$ cat src/rtl/core_seq_pkg.sv
// core_seq_pkg: shared definitions for the instruction sequencer.
//   seqState_e - sequencer state encoding, also used by the bench to observe the FSM
//   CntWidth   - width of the performance counters
package core_seq_pkg;

    localparam int unsigned CntWidth = 64;

    typedef enum logic [2:0] {
        StResetWait = 3'd0,
        StIfReq     = 3'd1,
        StIfWait    = 3'd2,
        StExec      = 3'd3,
        StLsReq     = 3'd4,
        StLsWait    = 3'd5,
        StWb        = 3'd6,
        StHalt      = 3'd7
    } seqState_e;

endpackage

$ cat src/rtl/perf_cnt64.sv
// perf_cnt64: free-running 64-bit event counter, wraps silently.
//   clk    - counting clock
//   rst_n  - asynchronous active-low reset, clears the count
//   enable - count this cycle
//   value  - current count
module perf_cnt64
    import core_seq_pkg::*;
(
    input  logic                clk,
    input  logic                rst_n,
    input  logic                enable,
    output logic [CntWidth-1:0] value
);

    logic [CntWidth-1:0] count;

    always_ff @(posedge clk or negedge rst_n) begin
        if (!rst_n) begin
            count <= '0;
        end else if (enable) begin
            count <= count + 1'b1;
        end
    end

    assign value = count;

endmodule

$ cat src/rtl/core_seq.sv
// core_seq: multi-cycle instruction sequencer (fetch, execute, load/store, writeback).
//   clk, rst_n                  - clock, asynchronous active-low reset
//   if_req_valid/if_req_ready   - fetch request handshake
//   if_rsp_valid/if_rsp_ready   - fetched instruction handshake
//   inst_latch_en               - load instruction register (same cycle as fetch response)
//   dec_*                       - decoder outputs, valid while in EXEC
//   ls_req_valid/ls_req_ready   - data memory request handshake
//   ls_rsp_valid/ls_rsp_ready   - data memory response handshake
//   rf_we, pc_we                - writeback strobes
//   halted                      - stopped on ebreak until reset
//   minstret, mcycle            - retired-instruction and cycle counters
module core_seq
    import core_seq_pkg::*;
(
    input  logic                clk,
    input  logic                rst_n,
    output logic                if_req_valid,
    input  logic                if_req_ready,
    input  logic                if_rsp_valid,
    output logic                if_rsp_ready,
    output logic                inst_latch_en,
    input  logic                dec_is_load,
    input  logic                dec_is_store,
    input  logic                dec_rd_we,
    input  logic                dec_is_ebreak,
    output logic                ls_req_valid,
    input  logic                ls_req_ready,
    input  logic                ls_rsp_valid,
    output logic                ls_rsp_ready,
    output logic                rf_we,
    output logic                pc_we,
    output logic                halted,
    output logic [CntWidth-1:0] minstret,
    output logic [CntWidth-1:0] mcycle
);

    seqState_e stateQ, stateD;
    // Register-write intent captured in EXEC; decoder inputs are not trusted after that cycle.
    logic      rfWePendQ, rfWePendD;
    logic      retire;

    always_comb begin
        stateD    = stateQ;
        rfWePendD = rfWePendQ;
        case (stateQ)
            StResetWait: stateD = StIfReq;
            StIfReq:     if (if_req_ready) stateD = StIfWait;
            StIfWait:    if (if_rsp_valid) stateD = StExec;
            StExec: begin
                // Load+store together behaves as a load, so only a pure store blocks rf_we.
                rfWePendD = dec_rd_we & (dec_is_load | ~dec_is_store);
                if (dec_is_ebreak) begin
                    stateD = StHalt;
                end else if (dec_is_load || dec_is_store) begin
                    stateD = StLsReq;
                end else begin
                    stateD = StWb;
                end
            end
            StLsReq:     if (ls_req_ready) stateD = StLsWait;
            StLsWait:    if (ls_rsp_valid) stateD = StWb;
            StWb:        stateD = StIfReq;
            StHalt:      stateD = StHalt;
            default:     stateD = StResetWait;
        endcase
    end

    // Moore outputs are registered from the next state so they line up with stateQ.
    always_ff @(posedge clk or negedge rst_n) begin
        if (!rst_n) begin
            stateQ       <= StResetWait;
            rfWePendQ    <= 1'b0;
            if_req_valid <= 1'b0;
            if_rsp_ready <= 1'b0;
            ls_req_valid <= 1'b0;
            ls_rsp_ready <= 1'b0;
            pc_we        <= 1'b0;
            rf_we        <= 1'b0;
            halted       <= 1'b0;
        end else begin
            stateQ       <= stateD;
            rfWePendQ    <= rfWePendD;
            if_req_valid <= (stateD == StIfReq);
            if_rsp_ready <= (stateD == StIfWait);
            ls_req_valid <= (stateD == StLsReq);
            ls_rsp_ready <= (stateD == StLsWait);
            pc_we        <= (stateD == StWb);
            rf_we        <= (stateD == StWb) & rfWePendD;
            halted       <= (stateD == StHalt);
        end
    end

    assign inst_latch_en = (stateQ == StIfWait) & if_rsp_valid;
    assign retire        = (stateQ == StWb);

    perf_cnt64 instretCnt (
        .clk    (clk),
        .rst_n  (rst_n),
        .enable (retire),
        .value  (minstret)
    );

    perf_cnt64 cycleCnt (
        .clk    (clk),
        .rst_n  (rst_n),
        .enable (1'b1),
        .value  (mcycle)
    );

endmodule

$ cat config.mk
export PLATFORM = sky130hd
export DESIGN_NAME = core_seq
export DESIGN_NICKNAME = d
export VERILOG_FILES = /design/src/rtl/core_seq_pkg.sv /design/src/rtl/perf_cnt64.sv /design/src/rtl/core_seq.sv
export SDC_FILE = /design/constraint.sdc
export NUM_CORES = 1
export LEC_CHECK = 0
export CAP_MARGIN = 15
export CORE_ASPECT_RATIO = 0.7
export CORE_MARGIN = 3
export CORE_UTILIZATION = 28
export CTS_CLUSTER_SIZE = 16
export DETAILED_ROUTE_END_ITERATION = 7
export PLACE_DENSITY = 0.55
export SLEW_MARGIN = 10
export SYNTH_ARGS = -nofsm -noshare
export SYNTH_HDL_FRONTEND = slang
export SYNTH_SLANG_ARGS = --single-unit
$ cat constraint.sdc
create_clock -name clk -period 5.05 [get_ports clk]
set_clock_uncertainty 0.15 [all_clocks]
set_input_delay 1.01 -clock clk [delete_from_list [all_inputs] [get_ports clk]]
set_output_delay 1.01 -clock clk [all_outputs]
set_load 0.01 [all_outputs]
==> impl_metrics.tcl <==
set metrics [dict create \
    drcViolationCount 0 \
    grt_antenna_before_repair 0 \
    grt_overflow 0 \
    worstSetupPathType "in2out" \
    vias 4898 \
    mostFrequentLayoutCells "clkdlybuf4s50_1, dfrtp_1, xnor2_1, nand2_1, xor2_1" \
    grt_pass1_wl_um 26900 \
    first_pass_iters 6 \
    synth.largest_area_cell "dfrtp_1" \
    multi_input_area_um2 2850 \
    final_hold_viol_count 0 \
    grt_start_max_net_pins 71 \
    p_leak_uw 0.00382 \
    p_per_area_nw_per_um2 311 \
    cts_root_buf "clkbuf_16" \
    finish.utilization_pct 40.0 \
    fin_crit_ns 3.54 \
    first_iter_violations 306 \
    yosysWarnings 0 \
    die-width_um 188 \
    crit_path_max_fanout 2 \
    wl_um 16200 \
    outcome "completed" \
    synth.top_cell.area_share_pct 53.8 \
    grt_pass1_vias 4749 \
    stdcell_count 1083 \
    critPathRequiredTime_ns 3.89 \
    timing.final.max_slew_violations 0 \
    dpl_cell_area_um2 8300 \
    clk_pin_slew_ns 0.06 \
    mostFrequentLayoutCell "clkdlybuf4s50_1" \
    layout.nets 777 \
    cp-start-kind "primary input" \
    min_path_type "reg2reg" \
    core-area_um2 22200 \
    dp_cells 1051 \
    cts_buffer_depth 2 \
    synth_ff_type "dfrtp_1" \
    post_cts_buffers 0 \
    final_area_um2 8880 \
    hpwl_um 11900 \
    wl_per_cell_um 14.9 \
    finalSetupViolCount 0 \
    cts_inserted_buffers 17 \
    regArea_um2 3480 \
    synth_cell_types 41 \
    yosysSeqAreaShare_pct 53.8 \
    synth.area.top_cells "dfrtp_1, xnor2_1, xor2_1" \
    cts_resized 0 \
    ys_ff_latch 139 \
    dieArea_um2 25000 \
    avgViaCountPerCell 4.52 \
    worstSetupEndpointType "primary output" \
    fmax_mhz 283 \
    htreeDepth 4 \
    cts_tree "built" \
    clkLatencyLatePin_ns 0.41 \
    synth_nets 619 \
    n_fill_cell 2214 \
    io_pins 146 \
    syn_inst 607 \
    syn_area_um2 6470 \
    start_util_pct 29.2 \
    io_buffers 145 \
    cts_sinks 139 \
    avgSynthCellArea_um2 10.7 \
    cap_violations 0 \
    antennaDiodeCount 0 \
    area_growth_pct 37.2 \
    placementRows 45 \
    ir_drop_uv 201 \
    rsz0062_at_grt "false" \
    hold_buffers 0 \
    synth-edff-count 0 \
    period_share_pct 70.0 \
    max_slew_margin_pct 37.0 \
    die_h_um 133 \
    grtUsageTotal_pct 13.4 \
    gp_congestion 0.793 \
    drive_gt1_share_pct 7.58 \
    setup-tns-final_ns 0 \
    worstPathArrival_ns 2.38 \
    synth_async_sr_flop_share_pct 100 \
    tightest_slew_ns 0.936 \
    detail-route-antenna-nets 0 \
]
[final cells by class]
| type | count | share of cell area [%] |
|---|---|---|
| Clock buffer | 19 | 4.99 |
| Sequential cell | 139 | 39.2 |
| Clock inverter | 13 | 1.59 |
| Inverter | 28 | 1.18 |
| Tap cell | 305 | 4.30 |
| Multi-Input combinational cell | 432 | 32.1 |
| Timing Repair Buffer | 147 | 16.7 |
[critical path: stages]
cell and delay [ns]:
clkdlybuf4s50_1 0.48, nor4bb_1 0.30, clkdlybuf4s50_1 0.59
[Yosys cell counts, types with 2 or more instances]
library cell    n
nand3_1        43
nor3_1         32
or4_1           3
nor4_4          2
xnor2_1        67
and2_1          2
nor4_1         15
xor2_1         58
inv_1          28
nor2_1         49
o21a_1          2
nand4_2         4
and3_1         10
nor3b_1         2
nand4_1        30
clkbuf_1        5
buf_2           2
or2_2           4
ha_1            2
nor4_2          9
dfrtp_1       139
and4_1          7
nor2b_1         2
nand2b_1        5
o21ai_0         4
nand2_1        65
nand3b_1        2
[worst paths after layout]
| path | startpoint | depth (start not counted) | end | slack [ns] |
|---|---|---|---|---|
| max | if_rsp_valid | 3 | inst_latch_en | 1.51 |
| min | instretCnt.value[63]$_DFFE_PN0N_ | 1 | instretCnt.value[63]$_DFFE_PN0N_ | 0.32 |
| max reg2reg | instretCnt.value[4]$_DFFE_PN0N_ | 5 | instretCnt.value[41]$_DFFE_PN0N_ | 2.57 |
| min reg2reg | instretCnt.value[63]$_DFFE_PN0N_ | 1 | instretCnt.value[63]$_DFFE_PN0N_ | 0.32 |
| max in group asynchronous | rst_n | 2 | instretCnt.value[35]$_DFFE_PN0N_ | 3.50 |
| min in group asynchronous | rst_n | 1 | cycleCnt.value[6]$_DFF_PN0_ | 0.44 |
[cells by family after synthesis]
logic type / Yosys count / synth area share [%]
flip-flops: 139 / 53.8
adder cells (fa/ha/maj): 2 / 0.387
multiplexers: 2 / 0.329
AND/OR/NAND/NOR: 294 / 25.6
buffers and inverters: 36 / 2.18
AO/OA/AOI/OAI: 9 / 0.870
XOR/XNOR: 125 / 16.9
[power by group]
group	internal, uW	total, uW	leakage, uW	switching [uW]
Clock	743	1240	0.000280	495
Combinational	141	294	0.00162	153
Sequential	1160	1230	0.00191	65.6
[per-stage QoR]
step | total power [uW] | setup slack (ns) | hold slack (ns)
6_report | 2760 | 1.51 | 0.318
4_1_cts | 2810 | 1.52 | 0.332
3_5_place_dp | 1550 | 1.55 | 0.318
3_3_place_gp | 1550 | 1.55 | 0.311
2_1_floorplan | 1410 | 2.44 | 0.312
5_1_grt | 2900 | 1.45 | 0.338
[metal layers]
metal	wire (um)	vias to the layer above	part of all wire, %	track usage, %
met5	0	-	0	0
met1	8690	2352	54	20.6
li1	-	2409	-	-
met3	1010	12	6.2	4.55
met4	153	0	0.95	3.46
met2	6340	125	39	17.8
Power figures use the tool's default switching activity.
